### src/rtl/gemv_stream.sv
// Streaming GEMV engine: y = requant(W*x + b), one int8 result per row.
// x is buffered once per job; each row then streams a bias and T weight
// tiles through TILE_SIZE parallel MAC lanes, followed by a rounding,
// saturating right-shift requantisation and a valid/ready result beat.
//
// state    | meaning
// ---------+-----------------------------------------------------------
// IDLE     | waiting for start; bad cfg pulses err/done here
// LOAD_X   | accepting T x tiles into the x buffer
// BIAS     | accepting this row's bias into the accumulator
// MAC      | accepting T weight tiles, one dot-product tile per beat
// REQUANT  | ReLU, round, shift and saturate into y_data
// OUTPUT   | holding the result until the consumer takes it
// DONE     | one-cycle end-of-job pulse
module gemv_stream #(
    parameter int DATA_WIDTH = 8,
    parameter int MAX_ROWS   = 128,
    parameter int MAX_COLS   = 128,
    parameter int TILE_SIZE  = 8,
    parameter int ACC_WIDTH  = 32
) (
    input  logic                            clk,
    input  logic                            reset_n,
    input  logic                            start,
    input  logic [$clog2(MAX_ROWS+1)-1:0]   rows_cfg,
    input  logic [$clog2(MAX_COLS+1)-1:0]   cols_cfg,
    input  logic                            relu_en,
    input  logic [4:0]                      shift,
    input  logic                            x_valid,
    output logic                            x_ready,
    input  logic [TILE_SIZE*DATA_WIDTH-1:0] x_data,
    input  logic                            w_valid,
    output logic                            w_ready,
    input  logic [TILE_SIZE*DATA_WIDTH-1:0] w_data,
    input  logic                            b_valid,
    output logic                            b_ready,
    input  logic [DATA_WIDTH-1:0]           b_data,
    output logic                            y_valid,
    input  logic                            y_ready,
    output logic [DATA_WIDTH-1:0]           y_data,
    output logic                            y_last,
    output logic                            busy,
    output logic                            done,
    output logic                            err
);

    localparam int DW        = DATA_WIDTH;
    localparam int PW        = 2 * DATA_WIDTH;
    localparam int RW        = $clog2(MAX_ROWS + 1);
    localparam int CW        = $clog2(MAX_COLS + 1);
    localparam int MAX_TILES = (MAX_COLS + TILE_SIZE - 1) / TILE_SIZE;
    localparam int TW        = $clog2(MAX_TILES + 1);
    localparam int IW        = (MAX_TILES > 1) ? $clog2(MAX_TILES) : 1;
    localparam int LW        = $clog2(TILE_SIZE + 1);
    localparam int TDW       = TILE_SIZE * DATA_WIDTH;

    localparam logic signed [ACC_WIDTH:0] SAT_MAX = (ACC_WIDTH+1)'(2**(DATA_WIDTH-1) - 1);
    localparam logic signed [ACC_WIDTH:0] SAT_MIN = (ACC_WIDTH+1)'(-(2**(DATA_WIDTH-1)));

    typedef enum logic [2:0] {
        S_IDLE, S_LOAD_X, S_BIAS, S_MAC, S_REQUANT, S_OUTPUT, S_DONE
    } state_t;

    state_t                       state;
    logic [RW-1:0]                rows_left;
    logic [TW-1:0]                tiles_q;
    logic [TW-1:0]                tile_left;
    logic [IW-1:0]                tile_idx;
    logic [LW-1:0]                last_lanes;
    logic                         relu_q;
    logic [4:0]                   shift_q;
    logic signed [ACC_WIDTH-1:0]  acc;
    logic [TDW-1:0]               x_buf [MAX_TILES];

    logic                         cfg_ok;
    logic [CW:0]                  cols_round;
    logic [TW-1:0]                tiles_calc;
    logic [LW-1:0]                lanes_calc;
    logic [TILE_SIZE-1:0]         lane_ok;
    logic [TDW-1:0]               x_masked;
    logic [DW-1:0]                wl;
    logic [DW-1:0]                xl;
    logic [PW-1:0]                prod;
    logic signed [ACC_WIDTH-1:0]  tile_sum;
    logic signed [ACC_WIDTH:0]    v_ext;
    logic signed [ACC_WIDTH:0]    rnd;
    logic signed [ACC_WIDTH:0]    v_rnd;
    logic signed [ACC_WIDTH:0]    v_sh;
    logic [DW-1:0]                y_next;

    // Readies and busy come straight from the state register, never from valids.
    assign x_ready = (state == S_LOAD_X);
    assign b_ready = (state == S_BIAS);
    assign w_ready = (state == S_MAC);
    assign busy    = (state != S_IDLE);

    // Config validation and per-job tile geometry derived from cols_cfg.
    always_comb begin
        cfg_ok     = (rows_cfg != '0) && (rows_cfg <= RW'(MAX_ROWS)) &&
                     (cols_cfg != '0) && (cols_cfg <= CW'(MAX_COLS));
        cols_round = {1'b0, cols_cfg} + (CW+1)'(TILE_SIZE - 1);
        tiles_calc = TW'(cols_round / (CW+1)'(TILE_SIZE));
        lanes_calc = LW'((cols_cfg - CW'(1)) % CW'(TILE_SIZE)) + LW'(1);
    end

    // Lanes past cols_cfg in the final tile contribute nothing.
    always_comb begin
        lane_ok  = '0;
        x_masked = '0;
        for (int i = 0; i < TILE_SIZE; i++) begin
            lane_ok[i] = (tile_left != '0) || (LW'(i) < last_lanes);
            x_masked[i*DW +: DW] = lane_ok[i] ? x_data[i*DW +: DW] : '0;
        end
    end

    // Tile dot product: sign-extended 16-bit products summed at accumulator width.
    always_comb begin
        tile_sum = '0;
        wl       = '0;
        xl       = '0;
        prod     = '0;
        for (int i = 0; i < TILE_SIZE; i++) begin
            wl       = lane_ok[i] ? w_data[i*DW +: DW] : '0;
            xl       = x_buf[tile_idx][i*DW +: DW];
            prod     = {{DW{wl[DW-1]}}, wl} * {{DW{xl[DW-1]}}, xl};
            tile_sum = tile_sum + {{(ACC_WIDTH-PW){prod[PW-1]}}, prod};
        end
    end

    // Requantisation one bit wider than acc so the rounding add cannot overflow.
    always_comb begin
        v_ext = (relu_q && acc[ACC_WIDTH-1]) ? '0 : {acc[ACC_WIDTH-1], acc};
        rnd   = '0;
        if (shift_q != 5'd0) begin
            rnd = (ACC_WIDTH+1)'(1) << (shift_q - 5'd1);
        end
        v_rnd = v_ext + rnd;
        v_sh  = v_rnd >>> shift_q;
        if (v_sh > SAT_MAX) begin
            y_next = DW'(SAT_MAX);
        end else if (v_sh < SAT_MIN) begin
            y_next = DW'(SAT_MIN);
        end else begin
            y_next = v_sh[DW-1:0];
        end
    end

    // x buffer capture during LOAD_X, masked lanes stored as zero.
    always_ff @(posedge clk or negedge reset_n) begin
        if (!reset_n) begin
            for (int t = 0; t < MAX_TILES; t++) begin
                x_buf[t] <= '0;
            end
        end else if (state == S_LOAD_X && x_valid) begin
            x_buf[tile_idx] <= x_masked;
        end
    end

    // Job sequencing FSM with registered result and status outputs.
    always_ff @(posedge clk or negedge reset_n) begin
        if (!reset_n) begin
            state      <= S_IDLE;
            rows_left  <= '0;
            tiles_q    <= '0;
            tile_left  <= '0;
            tile_idx   <= '0;
            last_lanes <= '0;
            relu_q     <= 1'b0;
            shift_q    <= '0;
            acc        <= '0;
            y_valid    <= 1'b0;
            y_data     <= '0;
            y_last     <= 1'b0;
            done       <= 1'b0;
            err        <= 1'b0;
        end else begin
            done <= 1'b0;
            err  <= 1'b0;
            case (state)
                S_IDLE: begin
                    if (start) begin
                        if (cfg_ok) begin
                            rows_left  <= rows_cfg - RW'(1);
                            tiles_q    <= tiles_calc;
                            tile_left  <= tiles_calc - TW'(1);
                            tile_idx   <= '0;
                            last_lanes <= lanes_calc;
                            relu_q     <= relu_en;
                            shift_q    <= shift;
                            state      <= S_LOAD_X;
                        end else begin
                            err  <= 1'b1;
                            done <= 1'b1;
                        end
                    end
                end
                S_LOAD_X: begin
                    if (x_valid) begin
                        if (tile_left == '0) begin
                            state <= S_BIAS;
                        end else begin
                            tile_left <= tile_left - TW'(1);
                            tile_idx  <= tile_idx + IW'(1);
                        end
                    end
                end
                S_BIAS: begin
                    if (b_valid) begin
                        acc       <= {{(ACC_WIDTH-DW){b_data[DW-1]}}, b_data};
                        tile_left <= tiles_q - TW'(1);
                        tile_idx  <= '0;
                        state     <= S_MAC;
                    end
                end
                S_MAC: begin
                    if (w_valid) begin
                        acc <= acc + tile_sum;
                        if (tile_left == '0) begin
                            state <= S_REQUANT;
                        end else begin
                            tile_left <= tile_left - TW'(1);
                            tile_idx  <= tile_idx + IW'(1);
                        end
                    end
                end
                S_REQUANT: begin
                    y_data  <= y_next;
                    y_valid <= 1'b1;
                    y_last  <= (rows_left == '0);
                    state   <= S_OUTPUT;
                end
                S_OUTPUT: begin
                    if (y_ready) begin
                        y_valid <= 1'b0;
                        y_last  <= 1'b0;
                        if (rows_left == '0) begin
                            done  <= 1'b1;
                            state <= S_DONE;
                        end else begin
                            rows_left <= rows_left - RW'(1);
                            state     <= S_BIAS;
                        end
                    end
                end
                S_DONE: begin
                    state <= S_IDLE;
                end
                default: begin
                    state <= S_IDLE;
                end
            endcase
        end
    end

endmodule
### config.mk
export PLATFORM = sky130hd
export DESIGN_NAME = gemv_stream
export DESIGN_NICKNAME = d
export VERILOG_FILES = /design/src/rtl/gemv_stream.sv
export SDC_FILE = /design/constraint.sdc
export NUM_CORES = 2
export LEC_CHECK = 0
export ABC_CLOCK_PERIOD_IN_PS = 12900
export BUFFER_PORTS_ARGS = -buffer_cell sky130_fd_sc_hd__buf_2
export CORE_AREA = 3 3 403 405
export CTS_CLUSTER_DIAMETER = 150
export DETAILED_ROUTE_END_ITERATION = 8
export DIE_AREA = 0 0 406 408
export GPL_ROUTABILITY_DRIVEN = 0
export PLACE_DENSITY = 0.63
export SLEW_MARGIN = 30
export SYNTH_ARGS = -nofsm -noshare
export SYNTH_HDL_FRONTEND = slang
export SYNTH_SLANG_ARGS = --single-unit
### constraint.sdc
create_clock -name clk -period 12.9 [get_ports clk]
set_input_delay 1.29 -clock clk [delete_from_list [all_inputs] [get_ports clk]]
set_output_delay 1.29 -clock clk [all_outputs]
set_load 0.02 [all_outputs]
==> results.sh <==
export IMPL_outcome="complete, no violations"
export IMPL_synth_cell_types=93
export IMPL_post_dp_hpwl_um=161000
export IMPL_hold_worst_slack_ns=0.4024
export IMPL_cts_root_buffer_cell="sky130_fd_sc_hd__clkbuf_16"
export IMPL_antenna_left=0
export IMPL_post_cts_buffers=0
export IMPL_via_count=57620
export IMPL_flow_area_growth_from_synthesis_pct=8.469
export IMPL_port_buffers=180
export IMPL_numClockSinks=1103
export IMPL_fp_dieArea_mm2=0.1656
export IMPL_die_span_x_um=406
export IMPL_seqCellArea_mm2=0.02761
export IMPL_crit_path_max_delay_family="adder cells"
export IMPL_finalCritPeriodShare_pct=91.45
export IMPL_global_route_peak_usage_layer="met2"
export IMPL_layout_common_cells="sky130_fd_sc_hd__nand2_1 (1420), sky130_fd_sc_hd__o21ai_0 (1121), sky130_fd_sc_hd__dfrtp_1 (1099)"
export IMPL_global_route_usage_met2_pct=44.83
export IMPL_finalSetupTns_ns=0
export IMPL_detail_route_vias_per_cell=5.763
export IMPL_cts_resized=0
export IMPL_ys_seq_area_share_pct=34.73
export IMPL_worstReg2RegStart="tile_left[3]$_DFFE_PN0P_"
export IMPL_cts_tree="done"
export IMPL_nNetsFinal=9079
export IMPL_class_of_the_most_critical_hold_timing_path="input pin to asynchronous set/reset pin"
export IMPL_drv_cap=0
export IMPL_wl_per_cell_um=22.66
export IMPL_first_global_vias=58910
export IMPL_critical_path_arrival_ns=12.38
export IMPL_endpoint_of_the_most_critical_register_to_register_path="acc[30]$_DFFE_PN0P_"
export IMPL_dpl_cell_area_mm2=0.08209
export IMPL_cp_slowest_stage_delay_ns=0.70
export IMPL_number_of_flops_mapped_to_enable_cells_by_yosys=0
export IMPL_die_height_um=408
export IMPL_cpMaxStageDelayCell="sky130_fd_sc_hd__or3_2"
export IMPL_global_route_usage_total_pct=27.66
export IMPL_ys_dominant_reg_cell="sky130_fd_sc_hd__dfrtp_1"
export IMPL_clock_path_buffers=3
export IMPL_wl_um=226500
export IMPL_setup_worst_path_start_class="flip-flop"
export IMPL_slew_headroom_pct=26.98
export IMPL_setup_viol_count_final=0
export IMPL_worst_r2r_path_depth=30
export IMPL_synth_nets=9200
export IMPL_cts_hold_repair_buffers=0
export IMPL_crit_path_max_fanout=34
export IMPL_grt_max_degree=192
export IMPL_critical_path_class="flip-flop to flip-flop"
export IMPL_timing_worst_slew_pin_value_ns=1.084
export IMPL_start_util_pct=50.06
export IMPL_remaining_drc_errors=0
export IMPL_clock_latency_ns=0.77
export IMPL_global_route_usage_met1_pct=38.28
export IMPL_yosys_warnings=0
export IMPL_h_tree_depth=3
export IMPL_min_period_ns=11.80
export IMPL_max_freq_mhz=84.76
export IMPL_initialDrtViolationCount=4786
export IMPL_final_area_mm2=0.08620
export IMPL_multiInputGateArea_mm2=0.04672
export IMPL_worstSetupEndpointType="flip-flop"
export IMPL_gr_total_overflow=0
export IMPL_most_common_cell_after_layout_fill_and_taps_aside="sky130_fd_sc_hd__nand2_1"
export IMPL_clock_skew_ns=0.07329
export IMPL_yosys_register_bits=1103
export IMPL_grt_setup_unrepaired="no"
export IMPL_clkTransAtPathRegs_ns=0.06
export IMPL_timing_critical_path_buf_inv=3
export IMPL_detailedPlace_worstSlack_ns=1.005
export IMPL_hold_violations=0
export IMPL_path_common_cell="sky130_fd_sc_hd__fa_1"
export IMPL_grt_antenna_before_repair=25
export IMPL_standard_cell_core_area_mm2=0.1587
export IMPL_async_reset_ff_share_pct=100.0
export IMPL_drive_above_1_share_pct=11.00
export IMPL_placement_rows=146
export IMPL_synthesis_area_mm2=0.07947
export IMPL_router_iterations_before_antenna_repair=6
export IMPL_synthesis_area_per_instance_um2=10.01
export IMPL_io_pin_count=181
export IMPL_setup_reg_to_reg_worst_slack_ns=1.10
export IMPL_gr_usage_met3_pct=3.875
export IMPL_drv_slew=0
export IMPL_critical_path_required_ns=13.48
export IMPL_synth_cells=7936
export IMPL_grt_pass1_wl_um=352400
export IMPL_postLayoutSetupSlackWorst_ns=1.103
export IMPL_numCtsBuffers=115
export IMPL_n_fill_cell=14030
stage by stage:
stage | std cells | util (%)
3_3_place_gp | 9765 | 51.69
4_1_cts | 9977 | 54.17
5_1_grt | 9990 | 54.29
3_5_place_dp | 9765 | 51.71
2_1_floorplan | 7936 | -
6_report | 9999 | 54.30
worst reg2reg max path, delay by kind of cell (launching register included):
family                     cells  cell delay, ns
and+or+nand+nor                6            3.14
xor gates and xnor gates       1            0.16
DFF                            1            0.38
AOI/OAI and AO/OA              9            2.37
buffers and inverters          3            0.16
adders and majority gates     11            5.44
final cells by class:
| cell class | instances | area share, % |
|---|---|---|
| Tap cell | 2072 | 3.007 |
| Clock buffer | 174 | 3.992 |
| Inverter | 912 | 3.977 |
| Timing Repair Buffer | 269 | 2.209 |
| Sequential cell | 1103 | 32.03 |
| Multi-Input combinational cell | 5414 | 54.20 |
| Antenna cell | 17 | 0.04935 |
| Clock inverter | 38 | 0.5341 |
cells by family after synthesis:
kind of cell,after synthesis,share of synthesized area [%]
and+or+nand+nor,2306,12.50
AOI/OAI and AO/OA,1563,10.93
buffers and inverters,1419,6.726
DFF,1103,34.73
adders and majority gates,1099,24.75
muxes,364,9.470
xor gates and xnor gates,81,0.8927
other,1,0.004719
worst max path at each step:
stage                             start  cells after the start  slack [ns]             endpoint
2_1_floorplan   tile_idx[0]$_DFFE_PN0P_                     32        1.72  acc[30]$_DFFE_PN0P_
3_3_place_gp   tile_left[3]$_DFFE_PN0P_                     32        0.86  acc[30]$_DFFE_PN0P_
3_5_place_dp   tile_left[3]$_DFFE_PN0P_                     33        1.01  acc[30]$_DFFE_PN0P_
4_1_cts        tile_left[3]$_DFFE_PN0P_                     33        0.96  acc[30]$_DFFE_PN0P_
5_1_grt        tile_left[3]$_DFFE_PN0P_                     35        0.55  acc[30]$_DFFE_PN0P_
6_report       tile_left[3]$_DFFE_PN0P_                     30        1.10  acc[30]$_DFFE_PN0P_
synth_stat cells (5+ instances only):
cell	count	area share [%]
sky130_fd_sc_hd__nor2_1	279	1.3
sky130_fd_sc_hd__or3_1	19	0.15
sky130_fd_sc_hd__a21o_1	39	0.37
sky130_fd_sc_hd__clkbuf_1	430	2.0
sky130_fd_sc_hd__xnor2_1	56	0.62
sky130_fd_sc_hd__and2_1	49	0.39
sky130_fd_sc_hd__o21ai_1	29	0.18
sky130_fd_sc_hd__nand2b_1	12	0.094
sky130_fd_sc_hd__buf_1	67	0.32
sky130_fd_sc_hd__nor3_1	41	0.26
sky130_fd_sc_hd__o2111ai_1	10	0.11
sky130_fd_sc_hd__and3_1	195	1.5
sky130_fd_sc_hd__o31ai_1	10	0.094
sky130_fd_sc_hd__o21bai_1	7	0.066
sky130_fd_sc_hd__o211ai_1	14	0.13
sky130_fd_sc_hd__nand2_1	1432	6.8
sky130_fd_sc_hd__o21a_1	16	0.15
sky130_fd_sc_hd__fa_1	788	20
sky130_fd_sc_hd__o22ai_1	12	0.094
sky130_fd_sc_hd__xor2_1	25	0.28
sky130_fd_sc_hd__o32ai_1	6	0.066
sky130_fd_sc_hd__dfrtp_1	1103	35
sky130_fd_sc_hd__a31oi_1	22	0.17
sky130_fd_sc_hd__inv_1	907	4.3
sky130_fd_sc_hd__mux2_2	16	0.23
sky130_fd_sc_hd__mux4_2	308	8.7
sky130_fd_sc_hd__o21ai_0	1121	7.1
sky130_fd_sc_hd__or2_2	31	0.24
sky130_fd_sc_hd__ha_1	311	4.9
sky130_fd_sc_hd__nor4_1	17	0.13
sky130_fd_sc_hd__buf_2	9	0.057
sky130_fd_sc_hd__nand3_1	179	1.1
sky130_fd_sc_hd__a21oi_1	152	0.96
sky130_fd_sc_hd__a21boi_0	9	0.085
sky130_fd_sc_hd__a211o_1	7	0.077
sky130_fd_sc_hd__mux2i_1	38	0.48
sky130_fd_sc_hd__a22oi_1	5	0.047
sky130_fd_sc_hd__nor2b_1	12	0.094
sky130_fd_sc_hd__a211oi_1	28	0.26
sky130_fd_sc_hd__nand4_1	15	0.12
routing by layer:
layer	wire, um	vias up
met5	35	-
met4	8217	6
met3	13870	380
met2	108900	1781
met1	95480	29380
li1	-	26080
state kept, by name, summed over array words and instances, names as in the netlist:
| register | cells |
|---|---|
| rows_left | 8 |
| tile_idx | 4 |
| y_last | 1 |
| last_lanes | 4 |
| state | 3 |
| x_buf | 1024 |
| err | 1 |
| done | 1 |
| acc | 32 |
| relu_q | 1 |
| y_data | 8 |
| y_valid | 1 |
| tile_left | 5 |
| shift_q | 5 |
| tiles_q | 5 |
Power is left out: the tool's default activity adds up to more than one toggle a clock period on the data nets, which glitch-free logic cannot reach.
